**src/rtl/joker_ts_pkg.sv**
```systemverilog
// Shared MPEG-TS constants, FSM encoding and helpers for the serial TS blocks.
// Pure declarations: no latency and no flow control.
package joker_ts_pkg;

  localparam int         TS_PKT_LEN   = 188;
  localparam logic [7:0] TS_SYNC_BYTE = 8'h47;

  typedef enum logic [1:0] {
    TS_IDLE  = 2'd0,
    TS_SHIFT = 2'd1,
    TS_STALL = 2'd2,
    TS_GAP   = 2'd3
  } ts_state_e;

  function automatic logic [7:0] sat_inc8(input logic [7:0] v);
    return (v == 8'hFF) ? v : v + 8'd1;
  endfunction

endpackage

```
**src/rtl/ts_clk_gen.sv**
```systemverilog
// Free-running ts_clk divider: half-period of CLK_DIV clk cycles, plus a strobe
// valid in the cycle whose closing clk edge drives ts_clk 1->0; no backpressure.
module ts_clk_gen #(
  parameter int CLK_DIV = 2
) (
  input  logic clk,
  input  logic reset_n,
  output logic ts_clk,
  output logic fall
);

  localparam int            DW   = (CLK_DIV > 1) ? $clog2(CLK_DIV) : 1;
  localparam logic [DW-1:0] TERM = DW'(CLK_DIV - 1);

  logic [DW-1:0] div_cnt;
  logic          term;

  assign term = (div_cnt == TERM);
  assign fall = term & ts_clk;

  always_ff @(posedge clk or negedge reset_n) begin
    if (!reset_n) begin
      div_cnt <= '0;
      ts_clk  <= 1'b0;
    end else if (term) begin
      div_cnt <= '0;
      ts_clk  <= ~ts_clk;
    end else begin
      div_cnt <= div_cnt + 1'b1;
    end
  end

endmodule

```
**src/rtl/ts_serial_tx.sv**
```systemverilog
// Serial MPEG-TS transmitter: 188-byte packets out MSB first on ts_clk falls.
// One-byte holding register; in_ready drops while it is full or when disabled.
module ts_serial_tx
  import joker_ts_pkg::*;
#(
  parameter int CLK_DIV    = 2,
  parameter int GAP_BITS   = 8,
  parameter bit START_FULL = 1'b1
) (
  input  logic        clk,
  input  logic        reset_n,
  input  logic        enable,
  input  logic [7:0]  in_data,
  input  logic        in_sop,
  input  logic        in_valid,
  output logic        in_ready,
  output logic        ts_clk,
  output logic        ts_data,
  output logic        ts_valid,
  output logic        ts_start,
  output logic [15:0] pkt_cnt,
  output logic [7:0]  drop_cnt,
  output logic [7:0]  underrun_cnt,
  output logic [7:0]  trunc_cnt
);

  localparam logic [15:0] GAP_LEN   = 16'(GAP_BITS);
  localparam logic [7:0]  LAST_BYTE = 8'(TS_PKT_LEN - 1);

  logic        fall;
  logic        hold_full;
  logic        hold_sop;
  logic [7:0]  hold_data;
  logic        accept;
  logic        consume;

  ts_state_e   state;
  ts_state_e   state_nxt;
  logic [7:0]  shreg;
  logic [2:0]  bit_cnt;
  logic [7:0]  byte_cnt;
  logic [15:0] gap_cnt;

  logic do_start, do_next, do_shift, do_quiet, do_drop;
  logic do_pkt, do_trunc, do_under, do_gap_init, do_gap_inc;
  logic idle_eval, boundary;
  logic data_nxt, valid_nxt, start_nxt;

  ts_clk_gen #(.CLK_DIV(CLK_DIV)) u_clk_gen (
    .clk     (clk),
    .reset_n (reset_n),
    .ts_clk  (ts_clk),
    .fall    (fall)
  );

  assign in_ready = enable & ~hold_full;
  assign accept   = in_valid & in_ready;
  assign consume  = do_start | do_next | do_drop;

  // accept only happens while empty and consume only while full, so they never collide
  always_ff @(posedge clk or negedge reset_n) begin
    if (!reset_n) begin
      hold_full <= 1'b0;
      hold_sop  <= 1'b0;
      hold_data <= 8'h00;
    end else if (accept) begin
      hold_full <= 1'b1;
      hold_sop  <= in_sop;
      hold_data <= in_data;
    end else if (consume) begin
      hold_full <= 1'b0;
    end
  end

  always_ff @(posedge clk or negedge reset_n) begin
    if (!reset_n) state <= TS_IDLE;
    else          state <= state_nxt;
  end

  always_comb begin
    state_nxt   = state;
    do_start    = 1'b0;
    do_next     = 1'b0;
    do_shift    = 1'b0;
    do_quiet    = 1'b0;
    do_drop     = 1'b0;
    do_pkt      = 1'b0;
    do_trunc    = 1'b0;
    do_under    = 1'b0;
    do_gap_init = 1'b0;
    do_gap_inc  = 1'b0;
    idle_eval   = 1'b0;
    boundary    = 1'b0;
    if (fall) begin
      case (state)
        TS_IDLE: idle_eval = 1'b1;
        TS_GAP: begin
          if (gap_cnt >= GAP_LEN) idle_eval  = 1'b1;
          else                    do_gap_inc = 1'b1;
        end
        TS_SHIFT: begin
          if (bit_cnt != 3'd7) begin
            do_shift = 1'b1;
          end else if (byte_cnt == LAST_BYTE) begin
            do_pkt   = 1'b1;
            do_quiet = 1'b1;
            if (GAP_BITS == 0) begin
              idle_eval = 1'b1;
            end else begin
              state_nxt   = TS_GAP;
              do_gap_init = 1'b1;
            end
          end else begin
            boundary = 1'b1;
          end
        end
        TS_STALL: boundary = 1'b1;
        default:  state_nxt = TS_IDLE;
      endcase
    end
    if (boundary) begin
      if (hold_full && !hold_sop) begin
        do_next   = 1'b1;
        state_nxt = TS_SHIFT;
      end else if (hold_full) begin
        do_trunc  = 1'b1;
        idle_eval = 1'b1;
      end else if (state == TS_SHIFT) begin
        do_under  = 1'b1;
        do_quiet  = 1'b1;
        state_nxt = TS_STALL;
      end
    end
    // shared by IDLE, end of gap, zero-gap packet end and early-SOP truncation
    if (idle_eval) begin
      if (hold_full && hold_sop && enable) begin
        do_start  = 1'b1;
        do_quiet  = 1'b0;
        state_nxt = TS_SHIFT;
      end else begin
        do_quiet  = 1'b1;
        do_drop   = hold_full & ~hold_sop;
        state_nxt = TS_IDLE;
      end
    end
  end

  always_comb begin
    data_nxt  = ts_data;
    valid_nxt = ts_valid;
    start_nxt = ts_start;
    if (do_start || do_next) begin
      data_nxt  = hold_data[7];
      valid_nxt = 1'b1;
      start_nxt = do_start;
    end else if (do_shift) begin
      data_nxt  = shreg[6];
      valid_nxt = 1'b1;
      start_nxt = START_FULL && (byte_cnt == 8'd0);
    end else if (do_quiet) begin
      data_nxt  = 1'b0;
      valid_nxt = 1'b0;
      start_nxt = 1'b0;
    end
  end

  always_ff @(posedge clk or negedge reset_n) begin
    if (!reset_n) begin
      ts_data      <= 1'b0;
      ts_valid     <= 1'b0;
      ts_start     <= 1'b0;
      shreg        <= 8'h00;
      bit_cnt      <= 3'd0;
      byte_cnt     <= 8'd0;
      gap_cnt      <= 16'd0;
      pkt_cnt      <= 16'd0;
      drop_cnt     <= 8'd0;
      underrun_cnt <= 8'd0;
      trunc_cnt    <= 8'd0;
    end else begin
      ts_data  <= data_nxt;
      ts_valid <= valid_nxt;
      ts_start <= start_nxt;
      if (do_start || do_next) begin
        shreg   <= hold_data;
        bit_cnt <= 3'd0;
      end else if (do_shift) begin
        shreg   <= {shreg[6:0], 1'b0};
        bit_cnt <= bit_cnt + 3'd1;
      end
      if (do_start)     byte_cnt <= 8'd0;
      else if (do_next) byte_cnt <= byte_cnt + 8'd1;
      // the fall that ends the packet is already the first idle bit period
      if (do_gap_init)     gap_cnt <= 16'd1;
      else if (do_gap_inc) gap_cnt <= gap_cnt + 16'd1;
      if (do_pkt)   pkt_cnt      <= pkt_cnt + 16'd1;
      if (do_drop)  drop_cnt     <= sat_inc8(drop_cnt);
      if (do_under) underrun_cnt <= sat_inc8(underrun_cnt);
      if (do_trunc) trunc_cnt    <= sat_inc8(trunc_cnt);
    end
  end

endmodule

```
**config.mk**
```make
export PLATFORM = sky130hd
export DESIGN_NAME = ts_serial_tx
export DESIGN_NICKNAME = d
export VERILOG_FILES = /design/src/rtl/joker_ts_pkg.sv /design/src/rtl/ts_clk_gen.sv /design/src/rtl/ts_serial_tx.sv
export SDC_FILE = /design/constraint.sdc
export NUM_CORES = 1
export LEC_CHECK = 0
export BUFFER_PORTS_ARGS = -buffer_cell sky130_fd_sc_hd__buf_2
export CAP_MARGIN = 20
export CELL_PAD_IN_SITES_DETAIL_PLACEMENT = 1
export CELL_PAD_IN_SITES_GLOBAL_PLACEMENT = 1
export CORE_MARGIN = 3
export CORE_UTILIZATION = 45
export CTS_CLUSTER_DIAMETER = 30
export CTS_CLUSTER_SIZE = 20
export DETAILED_ROUTE_END_ITERATION = 8
export PLACE_DENSITY = 0.86
export SETUP_SLACK_MARGIN = 0.5
export SLEW_MARGIN = 15
export SYNTH_ARGS = -nofsm -noshare
export SYNTH_HDL_FRONTEND = slang
export SYNTH_SLANG_ARGS = --single-unit
```
**constraint.sdc**
```tcl
create_clock -name clk -period 2.4 [get_ports clk]
set_input_delay 0.48 -clock clk [delete_from_list [all_inputs] [get_ports clk]]
set_output_delay 0.48 -clock clk [all_outputs]
set_load 0.02 [all_outputs]
```
==> flow_summary.json, run 1 <==
{
  "status": "complete, no violations",
  "ys_seq_area_share_pct": 53.7,
  "ant_nets": 0,
  "synth_enable_flop_cells": 0,
  "cp-end-kind": "flip-flop",
  "r2r-start": "state[1]$_DFF_PN0_",
  "grtUsageTotal_pct": 25.7,
  "power.density_nw_per_um2": 776,
  "wire_per_inst_um": 26.4,
  "gp_congestion": 0.842,
  "ios": 58,
  "drt_iter0_markers": 188,
  "n_antenna_cell": 0,
  "relSlewSlack_pct": 57.5,
  "core_area_sq_um": 8930,
  "max_freq_ghz": 0.422,
  "dp_slack_ns": -0.00624,
  "synthesis.area_sq_um": 4240,
  "synth_common_cells": "91 x dfrtp_1, 29 x nor2_1, 28 x nand2_1, 26 x nand3_1, 25 x xnor2_1",
  "final_nets": 532,
  "switching_power_mw": 1.75,
  "start_util_pct": 47.5,
  "hold_class": "primary input to async pin",
  "grt_pass1_wl_um": 20600,
  "crit_type": "flip-flop to flip-flop",
  "synth_flop_cell": "dfrtp_1",
  "crit_fanout": 7,
  "rsz0062_at_grt": "true",
  "final.setup.tns_ns": 0,
  "r2r_cells": 10,
  "finalSetupViolCount": 0,
  "finalCritPeriodShare_pct": 98.7,
  "swShare_pct": 36.5,
  "synth_area_leaders": "dfrtp_1 54%, xnor2_1 5.2%, ha_1 4.7%, xor2_1 4.5%, nand3_1 3.1%",
  "grt_pass1_vias": 3757,
  "pwr-share-clk_pct": 22.6,
  "netlist_instances": 382,
  "start_kind": "flip-flop",
  "finalCoreUtilization_pct": 69.1,
  "fill_cells": 886,
  "slew_viol_final": 0,
  "die_h_um": 103,
  "vias": 3696,
  "portBuffers": 57,
  "numCtsBuffers": 9,
  "std_cell_rows": 34,
  "finClkSkew_ns": 0.0162,
  "p_comb_share_pct": 33.5,
  "first_pass_iters": 4,
  "worst_slack_ns": 0.0306,
  "syn-num-nets": 411,
  "ys_async_sr_fraction_pct": 100,
  "postCtsHoldBufs": 0,
  "drc_errors": 0,
  "grt_max_degree": 46,
  "synth_cell_type_count": 42,
  "tritoncts": "yes",
  "root_buffer": "clkbuf_8",
  "hpwlAfterDp_um": 7360,
  "p_int_mw": 3.04,
  "drive_gt1_share_pct": 50.9,
  "yosys.area.top_type_share_pct": 53.7,
  "h-tree-depth": 3,
  "cts_buffer_depth": 2,
  "arrival_ns": 2.63,
  "insertion_delay_ns": 0.37,
  "die_x_um": 103,
  "die_area_sq_um": 10600,
  "worst_r2r_endpoint": "ts_data$_DFFE_PN0P_",
  "finalHoldViolations": 0,
  "synthToLayoutAreaGrowth_pct": 45.6,
  "cts.sinks": 91,
  "reg2reg_slack_ns": 0.03,
  "synth.avg_cell_area_sq_um": 11.1,
  "leakagePower_nw": 3.00,
  "min_period_ns": 2.37,
  "tightest_slew_ns": 0.638,
  "drv_cap": 0,
  "power_frac_seq_pct": 43.9,
  "vdd_drop_max_mv": 0.640,
  "vias_per_cell": 6.01,
  "cts.reportedPaths.clkPinSlew_ns": 0.10,
  "synth-seq-cells": 91,
  "overflow": 0,
  "critical_path_required_ns": 2.66,
  "yosysWarnings": 0,
  "yosys.area.top_type": "dfrtp_1",
  "grt_antenna_before_repair": 0,
  "synth.most_common_cell": "dfrtp_1",
  "wirelength_um": 16200
}
==> layout make-up <==
type	count	area [sq um]	share of cell area, %
Multi-Input combinational cell	270	2580	41.8
Sequential cell	91	2280	36.9
Timing Repair Buffer	121	945	15.3
Clock buffer	11	141	2.29
Tap cell	108	135	2.19
Clock inverter	4	51.3	0.831
Inverter	10	42.5	0.689
==> metal layers <==
| metal | share of wire (%) | wire length, um | GRT usage [%] | up-vias |
|---|---|---|---|---|
| met5 | 0 | 0 | 0 | - |
| met4 | 4.9 | 799 | 7.97 | 0 |
| met3 | 5.0 | 810 | 5.35 | 65 |
| met2 | 50 | 8200 | 44.5 | 161 |
| met1 | 40 | 6430 | 32.4 | 1902 |
| li1 | - | - | - | 1568 |
==> per-stage QoR <==
stage	std cells	area, sq um	power (mW)	hold slack, ns
6_report	615	6170	4.79	0.133
4_1_cts	593	5570	4.33	0.148
3_5_place_dp	550	4850	2.93	0.466
2_1_floorplan	382	4370	2.60	0.184
3_3_place_gp	550	4850	2.82	0.456
5_1_grt	615	6170	4.97	0.143
==> worst max-delay path: stages, from the launching register on <==
cell	delay, ns
dfrtp_2	0.47
inv_4	0.11
buf_12	0.11
ha_4	0.16
a21oi_4	0.08
a211o_4	0.37
buf_6	0.14
o22ai_4	0.28
buf_6	0.20
nor2_1	0.06
a211o_1	0.27
==> worst max-delay path by stage <==
stage,to,from,cells past startpoint
CTS,ts_start$_DFFE_PN0P_,state[0]$_DFF_PN0_,8
detailed placement,ts_start$_DFFE_PN0P_,state[1]$_DFF_PN0_,8
floorplan,underrun_cnt[5]$_DFFE_PN0P_,state[0]$_DFF_PN0_,8
global route,shreg[1]$_DFFE_PN0P_,state[1]$_DFF_PN0_,9
global placement,ts_start$_DFFE_PN0P_,state[1]$_DFF_PN0_,8
finish,ts_data$_DFFE_PN0P_,state[1]$_DFF_PN0_,10
==> cells by family after synthesis <==
kind of cell	share of synthesized area [%]
simple gates	19.7
compound gates	5.10
buf+inv	2.01
mux	5.05
flops	53.7
fa+ha+maj	4.72
xor+xnor	9.71
==> repair_timing <==
action | in CTS | in global routing
resized for setup | 60 | 100
cloned | 1 | 1
setup buffers | 27 | 21
pin swaps | 27 | 50
setup endpoints to repair | 78 | 81
==> sequential cells by signal, summed over array words and instances (netlist names), 7 cells and up <==
signal	flops
drop_cnt	8
trunc_cnt	8
shreg	7
pkt_cnt	16
hold_data	8
underrun_cnt	8
gap_cnt	16
byte_cnt	8
==> cells in the final DEF (no fill, tap or decap), drive strengths merged, types with 2 or more instances in the layout <==
cell | synthesis | final
a211o | 4 | 4
a21oi | 6 | 6
and2 | 14 | 14
and3 | 10 | 10
buf | 5 | 121
clkbuf | 6 | 11
clkinv | 0 | 2
dfrtp | 91 | 91
ha | 16 | 16
inv | 10 | 10
mux2 | 11 | 11
mux2i | 9 | 9
nand2 | 28 | 28
nand2b | 2 | 2
nand3 | 26 | 26
nand4 | 10 | 10
nor2 | 29 | 29
nor2b | 4 | 4
nor3 | 10 | 10
nor4 | 8 | 8
o21ai | 13 | 13
or2 | 2 | 2
or3 | 3 | 3
or4 | 4 | 4
xnor2 | 25 | 25
xor2 | 22 | 22
==> power by group through the flow <==
stage	clock [mW]	sequential, mW	combinational [mW]
2_1_floorplan	0	2.02	0.578
3_3_place_gp	0	2.03	0.791
3_5_place_dp	0	2.06	0.872
4_1_cts	1.06	2.03	1.24
5_1_grt	1.15	2.13	1.68
6_report	1.08	2.11	1.61
No activity file was read; power rests on OpenSTA's default activity.
==> run 2, diff against run 1 <==
--- a/config.mk
+++ b/config.mk
@@ -19,4 +19,5 @@
 export SLEW_MARGIN = 15
 export SYNTH_ARGS = -nofsm -noshare
 export SYNTH_HDL_FRONTEND = slang
+export SYNTH_HIERARCHICAL = 1
 export SYNTH_SLANG_ARGS = --single-unit
==> flow_summary.json, run 2 <==
{
  "n_antenna_cell": 0,
  "cts.sinks": 91,
  "crit_type": "flip-flop to flip-flop",
  "ant_nets": 0,
  "portBuffers": 57,
  "synth_common_cells": "91 x dfrtp_1, 52 x nand2_1, 24 x nor2_1, 24 x xor2_1, 23 x xnor2_1",
  "grtUsageTotal_pct": 23.9,
  "h-tree-depth": 3,
  "top_regs": "gap_cnt: 16 flops, pkt_cnt: 16 flops",
  "drc_errors": 0,
  "start_kind": "flip-flop",
  "grt_pass1_wl_um": 19200,
  "synth-seq-cells": 91,
  "finClkSkew_ns": 0.0160,
  "final_common_cell": "dfrtp_1",
  "leakagePower_nw": 2.89,
  "critPathSlowestCell": "dfrtp_2",
  "min_period_ns": 2.23,
  "power.total_mw": 4.67,
  "overflow": 0,
  "hold_class": "primary input to async pin",
  "synth.avg_cell_area_sq_um": 10.9,
  "vias": 3459,
  "synth_cell_type_count": 43,
  "numCtsBuffers": 9,
  "path_delay_family": "compound AO/OA/AOI/OAI gates",
  "path_buf_inv": 3,
  "yosysWarnings": 6,
  "synth_flop_cell": "dfrtp_1",
  "rsz0062_at_grt": "true",
  "status": "complete, no violations",
  "cp-end-kind": "flip-flop",
  "synth_enable_flop_cells": 0,
  "wirelength_um": 13700,
  "start_util_pct": 47.4,
  "grt_max_degree": 47,
  "slowest_delay_ns": 0.48,
  "grt_antenna_before_repair": 0,
  "first_pass_iters": 4,
  "yosys.area.top_type_share_pct": 54.0,
  "std_cell_rows": 34,
  "hpwlAfterDp_um": 6720,
  "die_area_sq_um": 10600,
  "insertion_delay_ns": 0.38,
  "vias_per_cell": 5.69,
  "die_x_um": 103,
  "seqCellArea_sq_um": 2280,
  "die_h_um": 103,
  "postCtsHoldBufs": 0,
  "drive_gt1_share_pct": 41.2,
  "dp_slack_ns": 0.205,
  "tightest_slew_ns": 0.696,
  "cp_common_cell": "buf_4",
  "relSlewSlack_pct": 53.1,
  "worst_slack_ns": 0.169,
  "max_freq_ghz": 0.448,
  "drv_cap": 0,
  "fill_cells": 921,
  "synthToLayoutAreaGrowth_pct": 35.7,
  "syn-num-nets": 412,
  "finalCritPeriodShare_pct": 92.9,
  "gp_congestion": 0.795,
  "reg2reg_slack_ns": 0.17,
  "final.setup.tns_ns": 0,
  "synthesis.area_sq_um": 4220,
  "path_cells": "buf_4 -> buf_4 -> ha_4 -> o21a_1 -> buf_6 -> a22oi_2 -> nand3_1 -> o311ai_2",
  "synth.most_common_cell": "dfrtp_1",
  "finalSetupViolCount": 0,
  "slew_viol_final": 0,
  "ys_async_sr_fraction_pct": 100,
  "final_nets": 522,
  "critical_path_required_ns": 2.67,
  "netlist_instances": 385,
  "arrival_ns": 2.50,
  "finalHoldViolations": 0,
  "ys_seq_area_share_pct": 54.0,
  "root_buffer": "clkbuf_8",
  "ios": 58,
  "final_cell_mix": "90 x dfrtp_1, 56 x buf_2, 49 x nand2_1",
  "cts.reportedPaths.clkPinSlew_ns": 0.11,
  "wire_per_inst_um": 22.5,
  "cts_buffer_depth": 2,
  "grt_pass1_vias": 3612,
  "yosys.area.top_type": "dfrtp_1",
  "crit_fanout": 4,
  "drt_iter0_markers": 131,
  "synth_area_leaders": "dfrtp_1 54%, mux2_2 5.1%, xor2_1 5.0%, xnor2_1 4.8%, nand2_1 4.6%",
  "multi_input_area_sq_um": 2270,
  "vdd_drop_max_mv": 0.634,
  "core_area_sq_um": 8890,
  "tritoncts": "yes",
  "power.density_nw_per_um2": 817
}
[run 2: cell types whose count changed in the layout (fill, tap and decap cells not counted), moves of 6 or more]
cell	change
xor2_1	+7
nand2_1	+30
buf_6	-9
mux2i_1	-7
nor2_1	+6
mux2_4	+8
nand2_2	-7
and2_4	-13
and2_1	+14
nor2_4	-14
[run 2: where the power goes]
group,leakage [nW],internal (mW),switching [mW]
sequential,1.21,1.81,0.336
combinational,1.56,0.565,0.658
clock,0.124,0.700,0.602
[run 2: cell type report]
class	count	share of cell area, %
Sequential cell	91	39.8
Multi-Input combinational cell	272	39.7
Timing Repair Buffer	107	12.8
Tap cell	108	2.36
Clock buffer	9	2.17
Clock inverter	7	2.12
Inverter	14	1.01
[run 2: kinds of logic after synthesis]
group / Yosys count / share of synthesized area [%]
compound gates: 28 / 4.81
xor+xnor: 47 / 9.77
fa+ha+maj: 14 / 4.16
flops: 91 / 54.0
buf+inv: 23 / 2.17
simple gates: 162 / 19.8
mux: 20 / 5.31
[run 2: layer usage]
metal,share of wire [%],wire length (um),vias up,track usage [%]
met5,0,0,-,0
met4,4.1,567,0,9.36
met3,3.6,495,39,4.67
met2,52,7160,99,42.7
met1,40,5450,1795,28.3
li1,-,-,1526,-
[run 2: metrics by stage]
| step | hold slack [ns] | std cells | utilization [%] | cell area [sq um] |
|---|---|---|---|---|
| 2_1_floorplan | 0.184 | 385 | - | 4290 |
| 5_1_grt | 0.127 | 608 | 64.3 | 5720 |
| 4_1_cts | 0.118 | 591 | 60.4 | 5370 |
| 6_report | 0.0993 | 608 | 64.3 | 5720 |
| 3_3_place_gp | 0.442 | 551 | 53.4 | 4740 |
| 3_5_place_dp | 0.460 | 551 | 53.4 | 4740 |
[run 2: path summary, 6_finish.rpt]
path                                                   from                     endpoint  cells after the start
worst min-delay path                                reset_n      drop_cnt[5]$_DFFE_PN0P_                      1
worst max-delay path                     state[0]$_DFF_PN0_         ts_start$_DFFE_PN0P_                      8
worst min register to register  u_clk_gen/div_cnt$_DFF_PN0_  u_clk_gen/div_cnt$_DFF_PN0_                      1
worst max register to register           state[0]$_DFF_PN0_         ts_start$_DFFE_PN0P_                      8
min in group clk                                 in_data[7]     hold_data[7]$_DFFE_PN0P_                      2
max in group asynchronous                           reset_n         shreg[3]$_DFFE_PN0P_                      2
[run 2: repair_timing]
action                                 in CTS  in global routing
buffers inserted                           23                 17
setup endpoints to repair                  52                 65
endpoints found under the hold margin       0                  0
resized for setup                          43                 48
pin swaps                                  16                 34
cloned                                      1                  0
